$ cat config.mk
export PLATFORM = sky130hd
export DESIGN_NAME = axi_port_arb
export DESIGN_NICKNAME = d
export VERILOG_FILES = /design/src/rtl/axi_port_arb.sv
export SDC_FILE = /design/constraint.sdc
export NUM_CORES = 1
export LEC_CHECK = 0
export CORE_AREA = 2 2 222 224
export CTS_CLUSTER_DIAMETER = 30
export DETAILED_ROUTE_END_ITERATION = 10
export DIE_AREA = 0 0 224 226
export HOLD_SLACK_MARGIN = 0.1
export PLACE_DENSITY = 0.55
export SYNTH_ARGS = -nofsm -noshare
export SYNTH_HDL_FRONTEND = slang
export SYNTH_SLANG_ARGS = --single-unit
$ cat constraint.sdc
create_clock -name clk -period 2.5 [get_ports clk]
set_input_delay 0.625 -clock clk [delete_from_list [all_inputs] [get_ports clk]]
set_output_delay 0.625 -clock clk [all_outputs]
set_load 0.01 [all_outputs]
$ cat src/rtl/axi_port_arb.sv
// Round-robin arbiter that shares one AXI transaction controller between N requesters.
// Optional busy watchdog compiled in with `define AXI_ARB_WDOG_EN.
module axi_port_arb #(
  parameter int N_PORTS = 3,
  parameter int ADDR_W  = 64,
  parameter int DATA_W  = 64,
  parameter int TIMEOUT = 1024
) (
  input  logic                        clk,
  input  logic                        rst,
  input  logic [N_PORTS-1:0]          req_i,
  input  logic [N_PORTS-1:0]          rw_i,
  input  logic [N_PORTS*ADDR_W-1:0]   addr_i,
  input  logic [N_PORTS*DATA_W-1:0]   wdata_i,
  input  logic [N_PORTS*8-1:0]        len_i,
  output logic [N_PORTS-1:0]          gnt_o,
  output logic [N_PORTS-1:0]          done_o,
  output logic                        err_o,
  input  logic                        ds_ready_i,
  output logic                        ds_req_o,
  output logic                        ds_rw_o,
  output logic [ADDR_W-1:0]           ds_addr_o,
  output logic [DATA_W-1:0]           ds_wdata_o,
  output logic [7:0]                  ds_len_o,
  input  logic                        ds_done_i,
  output logic                        busy_o
);

  localparam int PTR_W = (N_PORTS > 1) ? $clog2(N_PORTS) : 1;

  typedef enum logic [1:0] {
    S_IDLE    = 2'd0,
    S_ISSUE   = 2'd1,
    S_BUSY    = 2'd2,
    S_RELEASE = 2'd3
  } state_t;

  state_t              r_state;
  logic [PTR_W-1:0]    r_rr_ptr;
  logic [N_PORTS-1:0]  r_gnt;
  logic [N_PORTS-1:0]  r_done;
  logic                r_err;
  logic                r_ds_req;
  logic                r_ds_rw;
  logic [ADDR_W-1:0]   r_ds_addr;
  logic [DATA_W-1:0]   r_ds_wdata;
  logic [7:0]          r_ds_len;
  logic                r_busy;

  logic                w_found;
  logic                w_hit;
  logic [PTR_W-1:0]    w_win;
  logic [PTR_W-1:0]    w_sel;
  logic [PTR_W-1:0]    w_next_ptr;
  logic [N_PORTS-1:0]  w_onehot;
  logic                w_owner_req;
  int unsigned         w_idx;

`ifdef AXI_ARB_WDOG_EN
  logic [31:0]         r_wdog_cnt;
`else
  logic                w_unused_timeout;
  assign w_unused_timeout = ^TIMEOUT;
`endif

  // Rotating-priority search: first requester at or after r_rr_ptr, wrapping.
  always_comb begin
    w_found = 1'b0;
    w_hit   = 1'b0;
    w_win   = '0;
    w_sel   = '0;
    w_idx   = 32'd0;
    for (int i = 0; i < N_PORTS; i++) begin
      w_idx   = (32'(r_rr_ptr) + 32'(i)) % 32'(N_PORTS);
      w_sel   = PTR_W'(w_idx);
      w_hit   = !w_found && req_i[w_sel];
      w_win   = w_hit ? w_sel : w_win;
      w_found = w_found | w_hit;
    end
  end

  assign w_next_ptr  = (w_win == PTR_W'(N_PORTS - 1)) ? '0 : (w_win + PTR_W'(1));
  assign w_onehot    = {{(N_PORTS-1){1'b0}}, 1'b1} << w_win;
  assign w_owner_req = |(r_gnt & req_i);

  // Arbitration / sequencing FSM with all outputs registered.
  always_ff @(posedge clk or negedge rst) begin
    if (!rst) begin
      r_state    <= S_IDLE;
      r_rr_ptr   <= '0;
      r_gnt      <= '0;
      r_done     <= '0;
      r_err      <= 1'b0;
      r_ds_req   <= 1'b0;
      r_ds_rw    <= 1'b0;
      r_ds_addr  <= '0;
      r_ds_wdata <= '0;
      r_ds_len   <= 8'd0;
      r_busy     <= 1'b0;
`ifdef AXI_ARB_WDOG_EN
      r_wdog_cnt <= 32'd0;
`endif
    end else begin
      r_done   <= '0;
      r_err    <= 1'b0;
      r_ds_req <= 1'b0;
      case (r_state)
        S_IDLE: begin
          if (ds_ready_i && w_found) begin
            r_gnt      <= w_onehot;
            r_ds_rw    <= rw_i[w_win];
            r_ds_addr  <= addr_i[32'(w_win)*ADDR_W +: ADDR_W];
            r_ds_wdata <= wdata_i[32'(w_win)*DATA_W +: DATA_W];
            r_ds_len   <= len_i[32'(w_win)*8 +: 8];
            r_rr_ptr   <= w_next_ptr;
            r_busy     <= 1'b1;
            r_state    <= S_ISSUE;
          end
        end
        S_ISSUE: begin
          r_ds_req <= 1'b1;
          r_state  <= S_BUSY;
`ifdef AXI_ARB_WDOG_EN
          r_wdog_cnt <= 32'd0;
`endif
        end
        S_BUSY: begin
          // A completion seen while the request pulse is still out is a leftover, not ours.
          if (ds_done_i && !r_ds_req) begin
            r_done  <= r_gnt;
            r_state <= S_RELEASE;
`ifdef AXI_ARB_WDOG_EN
          end else if (r_wdog_cnt == 32'(TIMEOUT - 1)) begin
            r_done  <= r_gnt;
            r_err   <= 1'b1;
            r_state <= S_RELEASE;
          end else begin
            r_wdog_cnt <= r_wdog_cnt + 32'd1;
`endif
          end
        end
        S_RELEASE: begin
          if (!w_owner_req) begin
            r_gnt   <= '0;
            r_busy  <= 1'b0;
            r_state <= S_IDLE;
          end
        end
        default: begin
          r_gnt   <= '0;
          r_busy  <= 1'b0;
          r_state <= S_IDLE;
        end
      endcase
    end
  end

  assign gnt_o      = r_gnt;
  assign done_o     = r_done;
  assign err_o      = r_err;
  assign ds_req_o   = r_ds_req;
  assign ds_rw_o    = r_ds_rw;
  assign ds_addr_o  = r_ds_addr;
  assign ds_wdata_o = r_ds_wdata;
  assign ds_len_o   = r_ds_len;
  assign busy_o     = r_busy;

endmodule

==> qor.txt <==
sequential share of the synthesized area = 0.454
port bufs = 562
met2 wire len = 22,100 um
DRC errors left = 0
router iterations before antenna repair = 5
first-pass GRT wire length = 59,000 um
met3 routed WL = 2770 um
fin crit share = 1.04
clk slew on worst S/H paths = 0.07 ns
WL met1 = 17,600 um
DP Cell Count = 2,057
fill count = 4,780
failing checks = negative setup slack
RSZ-0062 raised after global routing = yes
layout cells sized above 1 = 0.264
Die Area = 0.0506 mm2
gr usage total = 0.156
Final setup viols = 131
CP top delay family = buffers and inverters
Antenna diodes = 0
H-tree depth = 4
Leak = 7.06 nW
largest family of logic cells by synthesized area = compound AO/OA/AOI/OAI gates
Pins Over Slew Limit = 0
Clock Tree Root = clkbuf_16
crit path max-delay cell type = clkdlybuf4s50_1
Setup Skew = 0.00822 ns
status = finished with violations
hpwl dp = 30,700 um
Yosys cell types = 38
Syn Std Cell Area = 0.00822 mm2
Crit Path Max Fanout = 8
core area = 0.0483 mm2
slowest stage delay, CP = 0.62 ns
die width = 224 um
P per Cell Area = 1430 mW/mm2
CTS Buffer Depth = 2
#FFs+latches synth = 149
Synth Area in Compound Gates = 0.332
crit path DAT = 2.98 ns
Post-CTS Hold Fix Bufs = 0
post-synthesis mux area share = 0.00503
top routing layer in use = met4
via/cell ratio = 4.44
final cell count without fillers = 2,129
list of most frequent post-synthesis cells = dfrtp_1 (149), nand2_1 (144), nor2_1 (141)
maxcap violations = 0
Max-slew headroom = 0.652
area leader, netlist = dfrtp_1
Nets = 1,921
DR iter-0 viols = 376
share of the synthesized area in the top cell type = 0.454
Sum Neg Setup Slack = -5.40 ns
Worst-Skew Late Latency = 0.49 ns
Top FF cell, synth = dfrtp_1
largest net degree at the start of global routing = 78
routability cong. = 0.822
DR vias = 9,459
crit path buf inv count = 4
Post-synth ARST share = 1.00
worst setup path class = primary input to flip-flop
final wirelength = 43,600 um
crit start category = primary input
GRT overflow = 0
Synth area leaders = dfrtp_1 (45%), a221oi_2 (20%), a21oi_1 (8.4%)
Syn Inst Count = 840
initial antenna violation count = 0
Setup crit end kind = flip-flop
Crit path required time = 2.88 ns
DR WL/cell = 20.5 um
f_max = 385 MHz
CTS tree = built
Final Hold Fails = 0
actual slew at the worst max-slew pin = 0.522 ns
Cell Chain, Critical Path = clkdlybuf4s50_1, buf_4, nor2b_1, a31oi_1, or3_4, buf_12, and2_4, buf_16, a221oi_4, a21oi_2
worst hold path type = primary input to async pin
clk sink count = 149
synth warn = 0
setup ws final = -0.0998 ns
Worst IR Drop VDD = 0.000789 V
simple logic cell fraction of the synthesized area = 0.140
Tmin final = 2.60 ns
Syn-to-layout area delta = 116%
number of flops mapped to enable cells by yosys = 0
chip height = 226 um
Rows = 81
vias in the first global route = 9,687
Syn Nets = 1,267
Starting Density = 0.170
Post-Synth Adder-Cell Area = 0.0137
Num CTS Buffers = 17
most frequent cell after synthesis = dfrtp_1
Post-Synth XOR/XNOR Area = 0
synthesized area per cell = 9.78 um2
io pins = 564
Antenna Nets Post-Route = 0
[layout by cell type, fill, tap and decap left out, types with 5 or more instances in the layout]
master	n
clkdlybuf4s50_1	560
dfrtp_1	148
nand2_1	139
nor2_1	139
a221oi_2	102
a21oi_1	85
buf_4	74
a21oi_2	52
a221oi_4	35
clkbuf_16	28
buf_12	27
buf_6	22
buf_16	8
buf_8	7
ha_1	5
bufinv_16	5
[worst register-to-register path, delay by kind of cell, from the launching register on]
family	cells	cell delay, ns
AO/OA/AOI/OAI	3	0.56
adder cells (fa/ha/maj)	1	0.19
buffers and inverters	3	0.44
flip-flops	1	0.39
multiplexers	1	0.26
AND/OR/NAND/NOR	2	0.64
[through the flow]
step | utilization | setup slack, ns | total power [W] | hold WS (ns) | area (um2)
global route | 0.367 | -0.156 | 0.0269 | 0.133 | 17700
detailed placement | 0.318 | -0.792 | 0.0180 | 0.475 | 15400
finish | 0.367 | -0.0998 | 0.0254 | 0.115 | 17700
global placement | 0.318 | -0.748 | 0.0179 | 0.474 | 15400
CTS | 0.342 | -0.0443 | 0.0229 | 0.122 | 16500
floorplan | - | 0.0469 | 0.0109 | 0.329 | 8220
[sequential cells by signal (all words and copies together), names as in the netlist]
name / count
busy_o: 1
done_o: 3
ds_addr_o: 64
ds_len_o: 8
ds_req_o: 1
ds_rw_o: 1
ds_wdata_o: 64
gnt_o: 3
r_rr_ptr: 2
r_state: 2
[report_power, final]
part	total, W	internal (W)	switching [W]
logic	0.0180	0.00890	0.00910
clock network	0.00303	0.00178	0.00125
registers	0.00438	0.00363	0.000746
[logic make-up after synthesis]
group / count (synthesis)
other: 1
buffers and inverters: 84
AO/OA/AOI/OAI: 295
adder cells (fa/ha/maj): 9
multiplexers: 4
AND/OR/NAND/NOR: 298
flip-flops: 149
[cell type report]
cell class              instances  area [um2]  share of cell area
multi-input cells             610        5000               0.282
repair buffers                710        7560               0.426
well taps                     622         778              0.0439
flip-flops and latches        149        3730               0.210
inverters                       6        25.0             0.00141
clock buffers                  18         429              0.0242
clock inverters                14         223              0.0126
[final timing paths]
| path | slack [ns] | to | depth (start not counted) | startpoint |
|---|---|---|---|---|
| min in group clk | 0.49 | busy_o | 1 | busy_o |
| max | -0.1 | ds_addr_o[55] | 10 | req_i[0] |
| min reg2reg | 0.49 | busy_o | 1 | busy_o |
| max in group asynchronous | 1.91 | ds_wdata_o[37] | 2 | rst |
| max reg2reg | -0.08 | ds_addr_o[55] | 10 | r_rr_ptr[1] |
| min | 0.12 | ds_addr_o[47] | 2 | rst |
[layer usage]
| metal | global-route usage | vias up |
|---|---|---|
| met4 | 0.0652 | 0 |
| li1 | - | 4397 |
| met3 | 0.0446 | 55 |
| met2 | 0.268 | 380 |
| met5 | 0 | - |
| met1 | 0.182 | 4627 |
[repair_timing]
item	CTS	global route
cloned	6	14
pin swaps	10	74
setup endpoints to repair	137	141
resized for setup	46	150
buffers inserted	10	11
No activity file was read; power rests on OpenSTA's default activity.
